==> src/rtl/beam_threshold_ctrl_if.sv <==
// Bundle of the threshold staging port, update control and beam load bus
// shared between the threshold controller and whatever drives it.
interface beam_threshold_ctrl_if #(
  parameter int THRESH_BITS = 18
);
  logic [THRESH_BITS-1:0] thresh_dat_i;
  logic [7:0]             thresh_idx_i;
  logic                   thresh_valid_i;
  logic                   thresh_ready_o;
  logic                   update_req_i;
  logic                   busy_o;
  logic [7:0]             beam_addr_o;
  logic [THRESH_BITS-1:0] beam_dat_o;
  logic                   beam_we_o;
  logic                   beam_commit_o;
  logic                   err_o;
  logic                   err_clr_i;

  // Host side: stages thresholds, requests updates, observes the beam bus.
  modport master (
    output thresh_dat_i,
    output thresh_idx_i,
    output thresh_valid_i,
    input  thresh_ready_o,
    output update_req_i,
    input  busy_o,
    input  beam_addr_o,
    input  beam_dat_o,
    input  beam_we_o,
    input  beam_commit_o,
    input  err_o,
    output err_clr_i
  );

  // Controller side.
  modport slave (
    input  thresh_dat_i,
    input  thresh_idx_i,
    input  thresh_valid_i,
    output thresh_ready_o,
    input  update_req_i,
    output busy_o,
    output beam_addr_o,
    output beam_dat_o,
    output beam_we_o,
    output beam_commit_o,
    output err_o,
    input  err_clr_i
  );
endinterface

==> src/rtl/beam_threshold_ctrl.sv <==
// Beam threshold controller.
// Thresholds are staged per beam while idle, then on an update request they
// are streamed one beam per cycle into the beam comparator shadow registers,
// followed by a single commit pulse and a quiet holdoff period. Update
// requests arriving while busy are merged into one pending update.
module beam_threshold_ctrl #(
  parameter int                     NBEAMS         = 2,
  parameter int                     THRESH_BITS    = 18,
  parameter logic [THRESH_BITS-1:0] THRESH_DEFAULT = THRESH_BITS'(18'h3FFFF),
  parameter int                     HOLDOFF        = 4
) (
  input  logic                 clk_i,
  input  logic                 rst_i,
  beam_threshold_ctrl_if.slave ctrl_if
);

  localparam logic [1:0] ST_IDLE   = 2'd0;
  localparam logic [1:0] ST_LOAD   = 2'd1;
  localparam logic [1:0] ST_COMMIT = 2'd2;
  localparam logic [1:0] ST_HOLD   = 2'd3;

  localparam logic [7:0] LAST_ADDR  = 8'(NBEAMS - 1);
  localparam logic [8:0] NBEAMS_W   = 9'(NBEAMS);
  localparam logic [3:0] HOLD_INIT  = 4'(HOLDOFF - 1);

  logic [1:0]             r_state;
  logic [7:0]             r_cnt;
  logic [3:0]             r_hold;
  logic                   r_pending;
  logic                   r_err;
  logic [THRESH_BITS-1:0] r_stage [NBEAMS];

  logic                   w_idle;
  logic                   w_accept;
  logic                   w_idx_ok;
  logic                   w_bad_wr;
  logic                   w_start;
  logic                   w_we;
  logic [THRESH_BITS-1:0] w_rd_dat;

  // Writes are only taken while idle; an index past the last beam is
  // swallowed and flagged rather than stalled, so the host never hangs.
  assign w_idle   = (r_state == ST_IDLE);
  assign w_accept = w_idle && ctrl_if.thresh_valid_i;
  assign w_idx_ok = ({1'b0, ctrl_if.thresh_idx_i} < NBEAMS_W);
  assign w_bad_wr = w_accept && !w_idx_ok;
  assign w_start  = w_idle && (ctrl_if.update_req_i || r_pending);
  assign w_we     = (r_state == ST_LOAD);

  // Sequencer: IDLE -> LOAD (one beam per cycle) -> COMMIT -> HOLD -> IDLE.
  always_ff @(posedge clk_i or posedge rst_i) begin
    if (rst_i) begin
      r_state <= ST_IDLE;
      r_cnt   <= '0;
      r_hold  <= '0;
    end else begin
      case (r_state)
        ST_IDLE: begin
          r_cnt <= '0;
          if (w_start) begin
            r_state <= ST_LOAD;
          end
        end
        ST_LOAD: begin
          if (r_cnt == LAST_ADDR) begin
            r_state <= ST_COMMIT;
            r_cnt   <= '0;
          end else begin
            r_cnt <= r_cnt + 8'd1;
          end
        end
        ST_COMMIT: begin
          r_state <= ST_HOLD;
          r_hold  <= HOLD_INIT;
        end
        ST_HOLD: begin
          if (r_hold == 4'd0) begin
            r_state <= ST_IDLE;
          end else begin
            r_hold <= r_hold - 4'd1;
          end
        end
        default: begin
          r_state <= ST_IDLE;
        end
      endcase
    end
  end

  // Remember an update request seen while busy; several collapse into one.
  always_ff @(posedge clk_i or posedge rst_i) begin
    if (rst_i) begin
      r_pending <= 1'b0;
    end else if (w_start) begin
      r_pending <= 1'b0;
    end else if (ctrl_if.update_req_i) begin
      r_pending <= 1'b1;
    end
  end

  // Sticky bad-index flag; a fresh error in the clearing cycle keeps it set.
  always_ff @(posedge clk_i or posedge rst_i) begin
    if (rst_i) begin
      r_err <= 1'b0;
    end else if (w_bad_wr) begin
      r_err <= 1'b1;
    end else if (ctrl_if.err_clr_i) begin
      r_err <= 1'b0;
    end
  end

  // Staging registers; a write in the cycle that launches an update lands
  // before the first beam is read out, so it is included in that update.
  always_ff @(posedge clk_i or posedge rst_i) begin
    if (rst_i) begin
      for (int i = 0; i < NBEAMS; i++) begin
        r_stage[i] <= THRESH_DEFAULT;
      end
    end else if (w_accept && w_idx_ok) begin
      for (int i = 0; i < NBEAMS; i++) begin
        if (ctrl_if.thresh_idx_i == 8'(i)) begin
          r_stage[i] <= ctrl_if.thresh_dat_i;
        end
      end
    end
  end

  // Select the staging word for the beam currently being loaded.
  always_comb begin
    w_rd_dat = '0;
    for (int i = 0; i < NBEAMS; i++) begin
      if (r_cnt == 8'(i)) begin
        w_rd_dat = r_stage[i];
      end
    end
  end

  // Outputs decode straight from state so reset silences them at once.
  assign ctrl_if.thresh_ready_o = w_idle;
  assign ctrl_if.busy_o         = !w_idle;
  assign ctrl_if.beam_we_o      = w_we;
  assign ctrl_if.beam_commit_o  = (r_state == ST_COMMIT);
  assign ctrl_if.beam_addr_o    = w_we ? r_cnt : 8'd0;
  assign ctrl_if.beam_dat_o     = w_we ? w_rd_dat : '0;
  assign ctrl_if.err_o          = r_err;

endmodule

==> src/flat_wrapper.sv <==
// flat-port wrapper written by rule: the top's interface ports become plain ports
module beam_threshold_ctrl_flat 
#(
  parameter int                     NBEAMS         = 2,
  parameter int                     THRESH_BITS    = 18,
  parameter logic [THRESH_BITS-1:0] THRESH_DEFAULT = THRESH_BITS'(18'h3FFFF),
  parameter int                     HOLDOFF        = 4
)
  (clk_i, rst_i, ctrl_if_thresh_dat_i, ctrl_if_thresh_idx_i, ctrl_if_thresh_valid_i, ctrl_if_thresh_ready_o, ctrl_if_update_req_i, ctrl_if_busy_o, ctrl_if_beam_addr_o, ctrl_if_beam_dat_o, ctrl_if_beam_we_o, ctrl_if_beam_commit_o, ctrl_if_err_o, ctrl_if_err_clr_i);
  beam_threshold_ctrl_if #(.THRESH_BITS(THRESH_BITS)) ctrl_if_i ();
  input  logic clk_i;
  input  logic rst_i;
  input wire logic [$bits(ctrl_if_i.thresh_dat_i)-1:0] ctrl_if_thresh_dat_i;
  input wire logic [$bits(ctrl_if_i.thresh_idx_i)-1:0] ctrl_if_thresh_idx_i;
  input wire logic [$bits(ctrl_if_i.thresh_valid_i)-1:0] ctrl_if_thresh_valid_i;
  output wire logic [$bits(ctrl_if_i.thresh_ready_o)-1:0] ctrl_if_thresh_ready_o;
  input wire logic [$bits(ctrl_if_i.update_req_i)-1:0] ctrl_if_update_req_i;
  output wire logic [$bits(ctrl_if_i.busy_o)-1:0] ctrl_if_busy_o;
  output wire logic [$bits(ctrl_if_i.beam_addr_o)-1:0] ctrl_if_beam_addr_o;
  output wire logic [$bits(ctrl_if_i.beam_dat_o)-1:0] ctrl_if_beam_dat_o;
  output wire logic [$bits(ctrl_if_i.beam_we_o)-1:0] ctrl_if_beam_we_o;
  output wire logic [$bits(ctrl_if_i.beam_commit_o)-1:0] ctrl_if_beam_commit_o;
  output wire logic [$bits(ctrl_if_i.err_o)-1:0] ctrl_if_err_o;
  input wire logic [$bits(ctrl_if_i.err_clr_i)-1:0] ctrl_if_err_clr_i;
  assign ctrl_if_i.thresh_dat_i = ctrl_if_thresh_dat_i;
  assign ctrl_if_i.thresh_idx_i = ctrl_if_thresh_idx_i;
  assign ctrl_if_i.thresh_valid_i = ctrl_if_thresh_valid_i;
  assign ctrl_if_thresh_ready_o = ctrl_if_i.thresh_ready_o;
  assign ctrl_if_i.update_req_i = ctrl_if_update_req_i;
  assign ctrl_if_busy_o = ctrl_if_i.busy_o;
  assign ctrl_if_beam_addr_o = ctrl_if_i.beam_addr_o;
  assign ctrl_if_beam_dat_o = ctrl_if_i.beam_dat_o;
  assign ctrl_if_beam_we_o = ctrl_if_i.beam_we_o;
  assign ctrl_if_beam_commit_o = ctrl_if_i.beam_commit_o;
  assign ctrl_if_err_o = ctrl_if_i.err_o;
  assign ctrl_if_i.err_clr_i = ctrl_if_err_clr_i;
  beam_threshold_ctrl #(.NBEAMS(NBEAMS), .THRESH_BITS(THRESH_BITS), .THRESH_DEFAULT(THRESH_DEFAULT), .HOLDOFF(HOLDOFF)) u_core (.clk_i(clk_i), .rst_i(rst_i), .ctrl_if(ctrl_if_i));
endmodule
==> config.mk <==
export PLATFORM = sky130hd
export DESIGN_NAME = beam_threshold_ctrl_flat
export DESIGN_NICKNAME = d
export VERILOG_FILES = /design/src/rtl/beam_threshold_ctrl_if.sv /design/src/rtl/beam_threshold_ctrl.sv /design/src/flat_wrapper.sv
export SDC_FILE = /design/constraint.sdc
export NUM_CORES = 1
export LEC_CHECK = 0
export CAP_MARGIN = 40
export CELL_PAD_IN_SITES_DETAIL_PLACEMENT = 1
export CELL_PAD_IN_SITES_GLOBAL_PLACEMENT = 2
export CORE_MARGIN = 10
export CORE_UTILIZATION = 32
export DETAILED_ROUTE_END_ITERATION = 10
export PLACE_DENSITY_LB_ADDON = 0.08
export SYNTH_ARGS = -nofsm -noshare
export SYNTH_HDL_FRONTEND = slang
export SYNTH_SLANG_ARGS = --single-unit
==> constraint.sdc <==
create_clock -name clk_i -period 2.72 [get_ports clk_i]
set_input_delay 0.544 -clock clk_i [delete_from_list [all_inputs] [get_ports clk_i]]
set_output_delay 0.544 -clock clk_i [all_outputs]
set_load 0.05 [all_outputs]
# --- Yosys cells after proc, flatten, opt, wreduce, memory -nomap -nowiden ---
# Index checks and enable logic that the tools add are counted.
totals:
  regBits: 52
  in_bits: 31
  output_inout_bits: 31
  wordCells: 54
classes:
  addsub: 2
  magnitude_cmp: 1
  eq_ne: 9
  mux: 16
  reduce_logical: 19
op_table:
  columns: ["cell", "n"]
  rows:
  - ["18-bit 2-to-1 mux", 3]
  - ["8-bit by 1-bit == test with 1-bit output (second input constant)", 2]
  - ["8-bit zero test", 2]
  - ["8-bit 2-to-1 mux", 2]
  - ["8-bit one-hot mux with 2 select lines", 1]
  - ["8-bit by 1-bit adder with 8-bit output (second input constant)", 1]
  - ["8-bit by 2-bit < comparator with 1-bit output (second input constant)", 1]
  - ["2-bit one-hot mux with 4 select lines", 1]
  - ["4-bit one-hot mux with 2 select lines", 1]
  - ["2-bit nonzero test", 4]
  - ["2-bit 2-to-1 mux", 3]
  - ["2-bit != test (second input constant)", 3]
  - ["2-bit AND reduction", 3]
  - ["2-bit == test (second input constant)", 2]
  - ["1-bit logical AND", 4]
  - ["4-bit zero test", 1]
  - ["1-bit 2-to-1 mux", 4]
  - ["4-bit 2-to-1 mux", 1]
  - ["4-bit by 1-bit subtractor with 4-bit output (second input constant)", 1]
  - ["3-bit AND reduction", 1]
  - ["2-bit by 1-bit == test with 1-bit output (second input constant)", 1]
  - ["1-bit zero test", 2]
  - ["2-bit zero test", 1]
  - ["2-bit by 1-bit != test with 1-bit output (second input constant)", 1]
  - ["1-bit logical OR", 1]

# --- Depth between registers and ports, before layout ---
# Gate-level depths: netlist of the first run.
logic_depth:
  ltp_word: 4
  ltp_mapped: 7
  depth_no_buf: 6

# --- Least setup slack after synthesis of the first run ---
# Ideal clock, no wire load.
synth_path:
  path_type: "register -> output"
  startpoint: "register u_core.r_state[1]"
  endpoint: "output port ctrl_if_beam_dat_o[0]"
  t_arrival_ns: 2.319
  required_time_ns: 2.176
  setup_slack_ns: -0.143
  path_stages_with_launch: 6
  path_buffers: 1
  cell_sequence: "dfrtp_1 inv_1 ha_1 clkinv_1 clkbuf_1 nor2_1"
synth_between:
  elab_chain_len: 2
synth_lines:
  columns: ["element", "line_no", "rtl"]
  rows:
  - ["start, declared", "beam_threshold_ctrl.sv:26", "logic [1:0] r_state;"]
  - ["start signal, assigned", "beam_threshold_ctrl.sv:53", "r_state <= ST_IDLE;"]
  - ["start signal, assigned", "beam_threshold_ctrl.sv:61", "r_state <= ST_LOAD;"]
  - ["start signal, assigned", "beam_threshold_ctrl.sv:66", "r_state <= ST_COMMIT;"]
  - ["2-bit by 1-bit == test with 1-bit output", "beam_threshold_ctrl.sv:48", "assign w_we = (r_state == ST_LOAD);"]
  - ["via ctrl_if_beam_we_o", "flat_wrapper.sv:21", "output wire logic [$bits(ctrl_if_i.beam_we_o)-1:0] ctrl_if_beam_we_o;"]
  - ["18-bit 2-to-1 mux", "beam_threshold_ctrl.sv:144", "assign ctrl_if.beam_dat_o = w_we ? w_rd_dat : '0;"]
  - ["end, declared", "flat_wrapper.sv:20", "output wire logic [$bits(ctrl_if_i.beam_dat_o)-1:0] ctrl_if_beam_dat_o;"]
# The timed path passes the listed nets, and every way through them passes these cells.

# --- Worst setup path after layout of the first run ---
layout_path:
  startpoint: "register u_core.r_cnt[5]"
  endpoint: "output port ctrl_if_beam_dat_o[11]"
layout_between:
  elab_chain_len: 4
  elab_cells_between_ends: 5
  cone_classes: "1 x eq/ne; 3 x mux; 1 x reduce/logical"
layout_lines:
  columns: ["element", "line_no", "rtl"]
  rows:
  - ["start, declared", "beam_threshold_ctrl.sv:27", "logic [7:0] r_cnt;"]
  - ["start signal, assigned", "beam_threshold_ctrl.sv:69", "r_cnt <= r_cnt + 8'd1;"]
  - ["8-bit zero test", "beam_threshold_ctrl.sv:132", "if (r_cnt == 8'(i)) begin"]
  - ["18-bit 2-to-1 mux", "beam_threshold_ctrl.sv:132", null]
  - ["18-bit 2-to-1 mux *", "beam_threshold_ctrl.sv:132", null]
  - ["18-bit 2-to-1 mux *", "beam_threshold_ctrl.sv:144", null]
# Every way passes the cells marked *; elsewhere a longest branch is shown, timed or not.

==> results of run 1 <==
[synth_stat cells, types with 2 or more instances]
cell type | number | area share [%]
dfstp_2 | 36 | 35
nor2_1 | 29 | 4.0
mux2_2 | 26 | 11
a22oi_1 | 18 | 5.0
dfrtp_1 | 16 | 15
inv_1 | 12 | 1.7
mux2_4 | 11 | 6.1
ha_1 | 10 | 4.6
nand2_1 | 7 | 0.98
a31oi_1 | 6 | 1.4
a21oi_1 | 5 | 0.93
clkbuf_1 | 5 | 0.70
and2_1 | 4 | 0.93
nand3_1 | 4 | 0.74
and3_1 | 3 | 0.70
a41oi_1 | 2 | 0.65
buf_2 | 2 | 0.37
buf_6 | 2 | 0.84
mux2i_1 | 2 | 0.74
nand2b_1 | 2 | 0.46
nor3_1 | 2 | 0.37
o31a_1 | 2 | 0.65
[cell type report]
class,count,share of cell area (%)
Clock buffer,6,1.90
Inverter,13,1.28
Sequential cell,52,35.2
Clock inverter,2,0.393
Timing Repair Buffer,72,24.8
Tap cell,105,3.44
Multi-Input combinational cell,150,33.0
[cell usage in the layout (no fill, tap or decap), types with 7 or more instances in the layout]
cell	instances
dfstp_2	36
ha_1	9
mux2_2	26
clkdlybuf4s50_1	32
inv_1	11
dfrtp_1	16
mux2_4	11
nor2_1	24
a22oi_1	18
buf_4	12
buf_12	25
nand2_1	7
[metal layers]
metal	track usage, %	part of all wire (%)	vias to the layer above	wire length, microns
met4	3.94	1.5	0	104
li1	-	-	934	-
met2	19.3	51	43	3560
met5	0	0	-	0
met1	13.1	43	994	3020
met3	3.17	5.2	9	366
[stage by stage]
stage	power [W]	utilization, %	cell area (sq um)	setup TNS [ps]	hold WS, ps
floorplan	0.00172	-	2690	-2810	446
global placement	0.00222	45.0	3700	0	469
detailed placement	0.00224	45.0	3700	0	482
CTS	0.00271	46.1	3790	0	504
global route	0.00285	46.5	3820	0	518
finish	0.00266	46.5	3820	0	495
[cell families (layout without fill, tap and decap cells)]
group | Yosys count | count (layout) | synth area share, %
and+or+nand+nor | 60 | 60 | 12.0
xor gates and xnor gates | 1 | 1 | 0.325
adders and majority gates | 10 | 10 | 4.64
muxes | 39 | 39 | 17.7
AOI/OAI and AO/OA | 40 | 40 | 10.7
DFF | 52 | 52 | 50.0
buffers and inverters | 24 | 93 | 4.60
[path summary, 6_finish.rpt]
| check | startpoint | end | slack (ps) | cells past startpoint |
|---|---|---|---|---|
| min in group asynchronous | rst_i | u_core.r_cnt[0]$_DFFE_PP0P_ | 730 | 3 |
| setup / recovery | u_core.r_cnt[5]$_DFFE_PP0P_ | ctrl_if_beam_dat_o[11] | 120 | 6 |
| max in group asynchronous | rst_i | u_core.r_cnt[3]$_DFFE_PP0P_ | 1560 | 3 |
| hold / removal | u_core.r_pending$_DFFE_PP0P_ | u_core.r_pending$_DFFE_PP0P_ | 500 | 2 |
| hold reg to reg | u_core.r_pending$_DFFE_PP0P_ | u_core.r_pending$_DFFE_PP0P_ | 500 | 2 |
| setup reg to reg | u_core.r_state[1]$_DFFE_PP0P_ | u_core.r_state[1]$_DFFE_PP0P_ | 740 | 7 |
[sequential cells by signal, summed over array words and instances, names as in the netlist]
name	cells
u_core.r_stage	36
u_core.r_hold	4
u_core.r_pending	1
u_core.ctrl_if.err_o	1
u_core.r_state	2
u_core.r_cnt	8
[power by group through the flow]
stage	Sequential, W	Clock (W)	Combinational, W
floorplan	0.000973	0	0.000742
CTS	0.000965	0.000476	0.00127
global route	0.000980	0.000501	0.00136
global placement	0.000976	0	0.00124
finish	0.000965	0.000450	0.00125
detailed placement	0.000976	0	0.00126
[what timing repair did]
action                     CTS  global route
gates resized for setup      1            10
hold endpoints to repair     0             0
setup endpoints to repair   18            21
hold buffers                 0             0
[worst max-delay path, cell delays in order (launching register included)]
cell     delay, ps
dfrtp_1        470
nor4_4         340
and4b_1        290
buf_12         170
a22oi_1         80
nor2_1         200
buf_12         170
==> metrics.cfg, run 1 <==
[run_status]
status=completed

[route]
wl_mm=7.05
num_vias=1980
drc=0
firstDrtPassIters=4
antenna_left=0
drtIter0Drc=62
wire_per_inst_microns=17.6
viasPerCell=4.95

[floorplanning]
num_rows=33
die-area_sq_mm=0.0125
start_util_pct=32.8
core-area_sq_mm=0.00822
io_pins=62
die_x_microns=112
die_h_microns=112

[placed_design]
portBuffers=61
dp_hpwl_mm=5.15
post-place-ws_ps=125
gp_congestion=0.749
dp_cells=392

[logic_synthesis]
synth_edf_count=0
ys_types=42
synth_area_sq_mm=0.00269
async_flop_share_pct=100
avgSynthCellArea_sq_um=11.9
yosysSeqAreaShare_pct=50.0
yosysWarningCount=0
synth_nets=267
synthFlopType=dfstp_2
synthesis.instances=226
ys_ff_latch=52

[cts]
post_cts.repair.setup_buffers=0
clk_pin_slew_worst_paths_ps=100
cts_tree=done
numCtsBuffers=5
cts_root_buf=clkbuf_8
clk_latency_ps=310
clock_sinks=52
htreeDepth=2
clk_path_buf_depth=2

[power_and_ir_drop]
comb_power_share_pct=46.8
cellLeakagePower_nw=1.59
intPower_w=0.00154
pwr-share-seq_pct=36.2
swShare_pct=42.3
vdd_drop_max_uv=299
p_clk_share_pct=16.9
powerDensity_mw_per_mm2=697
power_switching_w=0.00113

[global_routing]
antenna_found_initial=0
grt_start_max_net_pins=53
grt_pass1_vias=2235
grt_usage_pct=11.3
grt_first_pass_wirelength_mm=11.7
grt_overflow=0

[job]
cap_violations=0

[setup_path]
path_max_fanout=18
crit_path_start_kind=flip-flop
worstPathRequired_ps=2180
worstSetupPathType=reg2out
arrival_ps=2050
end_kind=output port

[sta]
rsz0062_at_grt=false
slew_viol_final=0
finalWorstSetupSlack_ps=124
worst_pin_slew_ps=672
maxSlewHeadroom_pct=55.2
finalClockSkew_ps=5.85
max_clock_freq_ghz=0.385
setup_viol=0
fin_crit_sh_pct=95.4
min_period_ps=2600
final_hold_viol_count=0

[cells_and_area]
drive_above_1_share_pct=44.7
n_antenna_cell=0
regArea_sq_mm=0.00135
fill_cells=852
syn2layout_area_growth_pct=41.9
fin_cells=400
multi_input_area_sq_mm=0.00126
nets=335

[hold_path]
hp-class=reg2reg

(Power assumes the default switching activity.)
==> run 2: changes to the inputs <==
- RECOVER_POWER: default -> 25
==> metrics.cfg, run 2 (synthesis gave the netlist of run 1 again) <==
[setup_path]
reg2reg_depth=7
worstSetupPathType=reg2out
path_max_fanout=18
end_kind=output port
arrival_ps=2050
crit_path_start_kind=flip-flop
worstPathRequired_ps=2180

[placed_design]
dp_hpwl_mm=5.15
gp_congestion=0.749
portBuffers=61
place_area_sq_mm=0.00370
dp_cells=392

[power_and_ir_drop]
p_clk_share_pct=16.9
comb_power_share_pct=46.9
power_switching_w=0.00113
pwr-share-seq_pct=36.2
intPower_w=0.00154
cellLeakagePower_nw=1.58
swShare_pct=42.4
vdd_drop_max_uv=302
powerDensity_mw_per_mm2=698

[cells_and_area]
syn2layout_area_growth_pct=41.8
top_register=u_core.r_stage
largest_reg_flops=36
n_antenna_cell=0
nets=335
fin_area_sq_mm=0.00382
mostFrequentLayoutCells=dfstp_2, clkdlybuf4s50_1, mux2_2
fin_cells=400
final_common_cell=dfstp_2
top_regs=u_core.r_stage x36, u_core.r_cnt x8, u_core.r_hold x4
drive_above_1_share_pct=44.4

[sta]
slew_viol_final=0
fin_crit_sh_pct=95.4
finalClockSkew_ps=7.10
maxSlewHeadroom_pct=14.2
max_clock_freq_ghz=0.385
setup_viol=0
rsz0062_at_grt=false
worst_pin_slew_ps=1290
min_period_ps=2600
final_hold_viol_count=0

[cts]
clk_latency_ps=310
clk_pin_slew_worst_paths_ps=100
ctsResizeCount=1
cts_tree=done
cts_root_buf=clkbuf_8
hold_buffers=0
numCtsBuffers=5
post_cts.repair.setup_buffers=0
htreeDepth=2
clk_path_buf_depth=2
clock_sinks=52

[route]
viasPerCell=4.98
antenna_left=0
wire_per_inst_microns=17.6
num_vias=1992
drtIter0Drc=61
wl_mm=7.03
firstDrtPassIters=4
drc=0

[floorplanning]
start_util_pct=32.8
core-area_sq_mm=0.00822
num_rows=33
die_x_microns=112
die_h_microns=112
io_pins=62
die-area_sq_mm=0.0125

[hold_path]
whs_path_depth=2
hp-class=reg2reg

[run_status]
status=completed

[global_routing]
grt_usage_pct=11.3
grt_first_pass_wirelength_mm=11.7
grt_overflow=0
grt_pass1_vias=2235
antenna_found_initial=0
grt_start_max_net_pins=53

[job]
cap_violations=0

-- run 2: cell types whose count changed in the layout (fill, tap and decap cells not counted), sizes merged --
cell,previous run,this run
dlygate4sd3,0,1
inv,13,12
clkdlybuf4s50,32,31
buf,37,36
clkbuf,6,7
clkinv,2,3
-- run 2: worst max-delay path: stages (launching register included) --
cell     delay (ps)
dfrtp_1         470
nor4_4          340
and4b_1         290
buf_12          170
a22oi_1          80
nor2_1          200
buf_12          170
-- run 2: final cells by class --
class / instances / area (sq um)
well taps: 105 / 131
multi-input cells: 150 / 1260
clock inverters: 2 / 15.0
fillers: 851 / 4400
clock buffers: 6 / 72.6
flip-flops and latches: 52 / 1350
inverters: 13 / 48.8
repair buffers: 72 / 946
-- run 2: routing by layer --
| layer | up-vias | wire length, microns | track usage (%) |
|---|---|---|---|
| met5 | - | 0 | 0 |
| met2 | 53 | 3600 | 19.3 |
| met1 | 996 | 2920 | 13.1 |
| met4 | 0 | 104 | 3.94 |
| met3 | 9 | 408 | 3.17 |
| li1 | 934 | - | - |
-- run 2: power groups by stage --
stage	logic, W	clock network, W	registers (W)
after global routing	0.00136	0.000501	0.000980
after floorplan	0.000742	0	0.000973
final	0.00125	0.000452	0.000965
after CTS	0.00127	0.000476	0.000965
after detailed placement	0.00126	0	0.000976
after global placement	0.00124	0	0.000976
-- run 2: path summary, 6_finish.rpt --
path	startpoint	endpoint	slack [ps]
worst min-delay path	u_core.r_pending$_DFFE_PP0P_	u_core.r_pending$_DFFE_PP0P_	490
worst max register to register	u_core.r_state[1]$_DFFE_PP0P_	u_core.r_state[1]$_DFFE_PP0P_	740
worst max-delay path	u_core.r_cnt[5]$_DFFE_PP0P_	ctrl_if_beam_dat_o[11]	120
max in group asynchronous	rst_i	u_core.ctrl_if.err_o$_DFFE_PP0P_	870
worst min register to register	u_core.r_pending$_DFFE_PP0P_	u_core.r_pending$_DFFE_PP0P_	490
min in group asynchronous	rst_i	u_core.r_cnt[0]$_DFFE_PP0P_	1090
-- run 2: metrics by stage --
| step | power (W) | setup TNS, ps | worst slack (ps) | hold slack [ps] | util [%] |
|---|---|---|---|---|---|
| 2_1_floorplan | 0.00172 | -2810 | -143 | 446 | - |
| 3_3_place_gp | 0.00222 | 0 | 134 | 469 | 45.0 |
| 3_5_place_dp | 0.00224 | 0 | 125 | 482 | 45.0 |
| 4_1_cts | 0.00271 | 0 | 32.9 | 504 | 46.1 |
| 5_1_grt | 0.00285 | 0 | 3.48 | 518 | 46.5 |
| 6_report | 0.00267 | 0 | 124 | 495 | 46.5 |
==> run 3: changes to the inputs <==
- CELL_PAD_IN_SITES_GLOBAL_PLACEMENT: 2 -> 1
- CORE_UTILIZATION: 32 -> 35
==> metrics.cfg, run 3 (synthesis gave the netlist of run 1 again) <==
[hold_path]
hp-class=reg2reg
hold_start=u_core.r_pending$_DFFE_PP0P_
whs_path_depth=2
hold_end=u_core.r_pending$_DFFE_PP0P_

[floorplanning]
core-area_sq_mm=0.00737
die_x_microns=108
io_pins=62
die_h_microns=108
die-area_sq_mm=0.0116
num_rows=31
start_util_pct=36.6

[sta]
slew_viol_final=0
fin_setup_tns_ps=0
finalWorstSetupSlack_ps=111
rsz0062_at_grt=false
min_period_ps=2610
maxSlewHeadroom_pct=12.6
max_clock_freq_ghz=0.383
finalClockSkew_ps=14.4
final_hold_viol_count=0
worst_pin_slew_ps=1310
hold-worst-slack_ps=510
setup_viol=0
fin_crit_sh_pct=95.9

[cells_and_area]
largest_reg_flops=36
n_antenna_cell=0
drive_above_1_share_pct=43.1
top_register=u_core.r_stage
nets=335
mostFrequentLayoutCells=dfstp_2, clkdlybuf4s50_1, nor2_1
fill_cells=786
final_common_cell=dfstp_2
syn2layout_area_growth_pct=41.0
top_regs=u_core.r_stage x36, u_core.r_cnt x8, u_core.r_hold x4

[route]
num_vias=1990
drtIter0Drc=74
viasPerCell=5.05
firstDrtPassIters=4
antenna_left=0
wire_per_inst_microns=17.5
drc=0
wl_mm=6.91

[cts]
htreeDepth=2
cts_tree=done
hold_buffers=0
ctsResizeCount=1
cts_root_buf=clkbuf_8
clock_sinks=52
post_cts.repair.setup_buffers=0
clk_latency_ps=310
clk_path_buf_depth=2
numCtsBuffers=5
clk_pin_slew_worst_paths_ps=100

[global_routing]
gr-usage-met1_pct=14.9
antenna_found_initial=0
grt_pass1_vias=2180
grt_usage_pct=12.3
grt_first_pass_wirelength_mm=11.5
grt_overflow=0
grt_use_met3_pct=4.13
top_usage_layer=met2
grt_start_max_net_pins=53
met2_usage_pct=20.1

[setup_path]
end_kind=output port
crit_path_start_kind=flip-flop
critPathLaunch=u_core.r_state[1]$_DFFE_PP0P_
r2r_start=u_core.r_state[1]$_DFFE_PP0P_
worstSetupPathType=reg2out
reg2reg_depth=7
ff2ff_setup_slack_ps=600
path_max_fanout=8
worstPathRequired_ps=2180
arrival_ps=2070
reg2reg_to=u_core.r_state[1]$_DFFE_PP0P_

[placed_design]
portBuffers=61
gp_congestion=0.722
dp_hpwl_mm=5.09
post-place-ws_ps=123

[power_and_ir_drop]
swShare_pct=42.1
pwr-share-seq_pct=36.2
vdd_drop_max_uv=545
powerDensity_mw_per_mm2=698
comb_power_share_pct=46.4
finalPower_w=0.00265
cellLeakagePower_nw=1.57
p_clk_share_pct=17.4
power_switching_w=0.00112
intPower_w=0.00154

[job]
cap_violations=0

[run_status]
status=completed

-- run 3: cell count changes in the layout (fill, tap and decap cells not counted) --
cell | before | now
clkinv_4 | 1 | 0
ha_1 | 9 | 10
inv_6 | 0 | 1
clkinv_2 | 0 | 1
clkdlybuf4s50_1 | 31 | 32
nor2_2 | 5 | 1
nor2_1 | 24 | 28
ha_2 | 1 | 0
dlymetal6s2s_1 | 3 | 2
clkbuf_1 | 1 | 0
-- run 3: worst max path at each step --
| stage | to | slack (ps) | cells past startpoint |
|---|---|---|---|
| floorplan | ctrl_if_beam_dat_o[0] | -140 | 5 |
| global placement | u_core.r_stage[19]$_DFFE_PP1P_ | 180 | 6 |
| detailed placement | u_core.r_stage[23]$_DFFE_PP1P_ | 120 | 6 |
| CTS | ctrl_if_beam_dat_o[10] | 10 | 6 |
| global route | ctrl_if_beam_dat_o[11] | 20 | 6 |
| finish | ctrl_if_beam_we_o | 110 | 3 |
-- run 3: layout make-up --
cell class / count / area (sq um) / area share [%]
sequential: 52 / 1350 / 35.4
multi-input combinational: 150 / 1250 / 32.8
timing repair buffer: 72 / 943 / 24.8
tap: 99 / 124 / 3.26
clock buffer: 5 / 68.8 / 1.81
inverter: 13 / 48.8 / 1.28
clock inverter: 3 / 20.0 / 0.527
-- run 3: critical path, stage by stage (launching register included) --
cell	delay, ps
dfrtp_1	420
inv_1	120
ha_1	350
clkdlybuf4s50_1	870
-- run 3: layer usage --
metal | vias to the layer above | part of all wire [%]
met5 | - | 0
met4 | 0 | 1.0
met3 | 5 | 6.6
met2 | 50 | 49
met1 | 1000 | 44
li1 | 935 | -
-- run 3: power by group through the flow --
| stage | sequential, W | clock [W] | combinational [W] |
|---|---|---|---|
| 3_5_place_dp | 0.000971 | 0 | 0.00126 |
| 3_3_place_gp | 0.000967 | 0 | 0.00124 |
| 6_report | 0.000961 | 0.000462 | 0.00123 |
| 5_1_grt | 0.000978 | 0.000512 | 0.00135 |
| 2_1_floorplan | 0.000973 | 0 | 0.000742 |
| 4_1_cts | 0.000960 | 0.000484 | 0.00126 |
-- run 3: per-stage QoR --
step / util [%] / instance area, sq um / std cells
2_1_floorplan: - / 2690 / 226
3_3_place_gp: 50.1 / 3690 / 386
3_5_place_dp: 50.1 / 3690 / 386
4_1_cts: 51.4 / 3780 / 394
5_1_grt: 51.5 / 3800 / 394
6_report: 51.5 / 3800 / 394
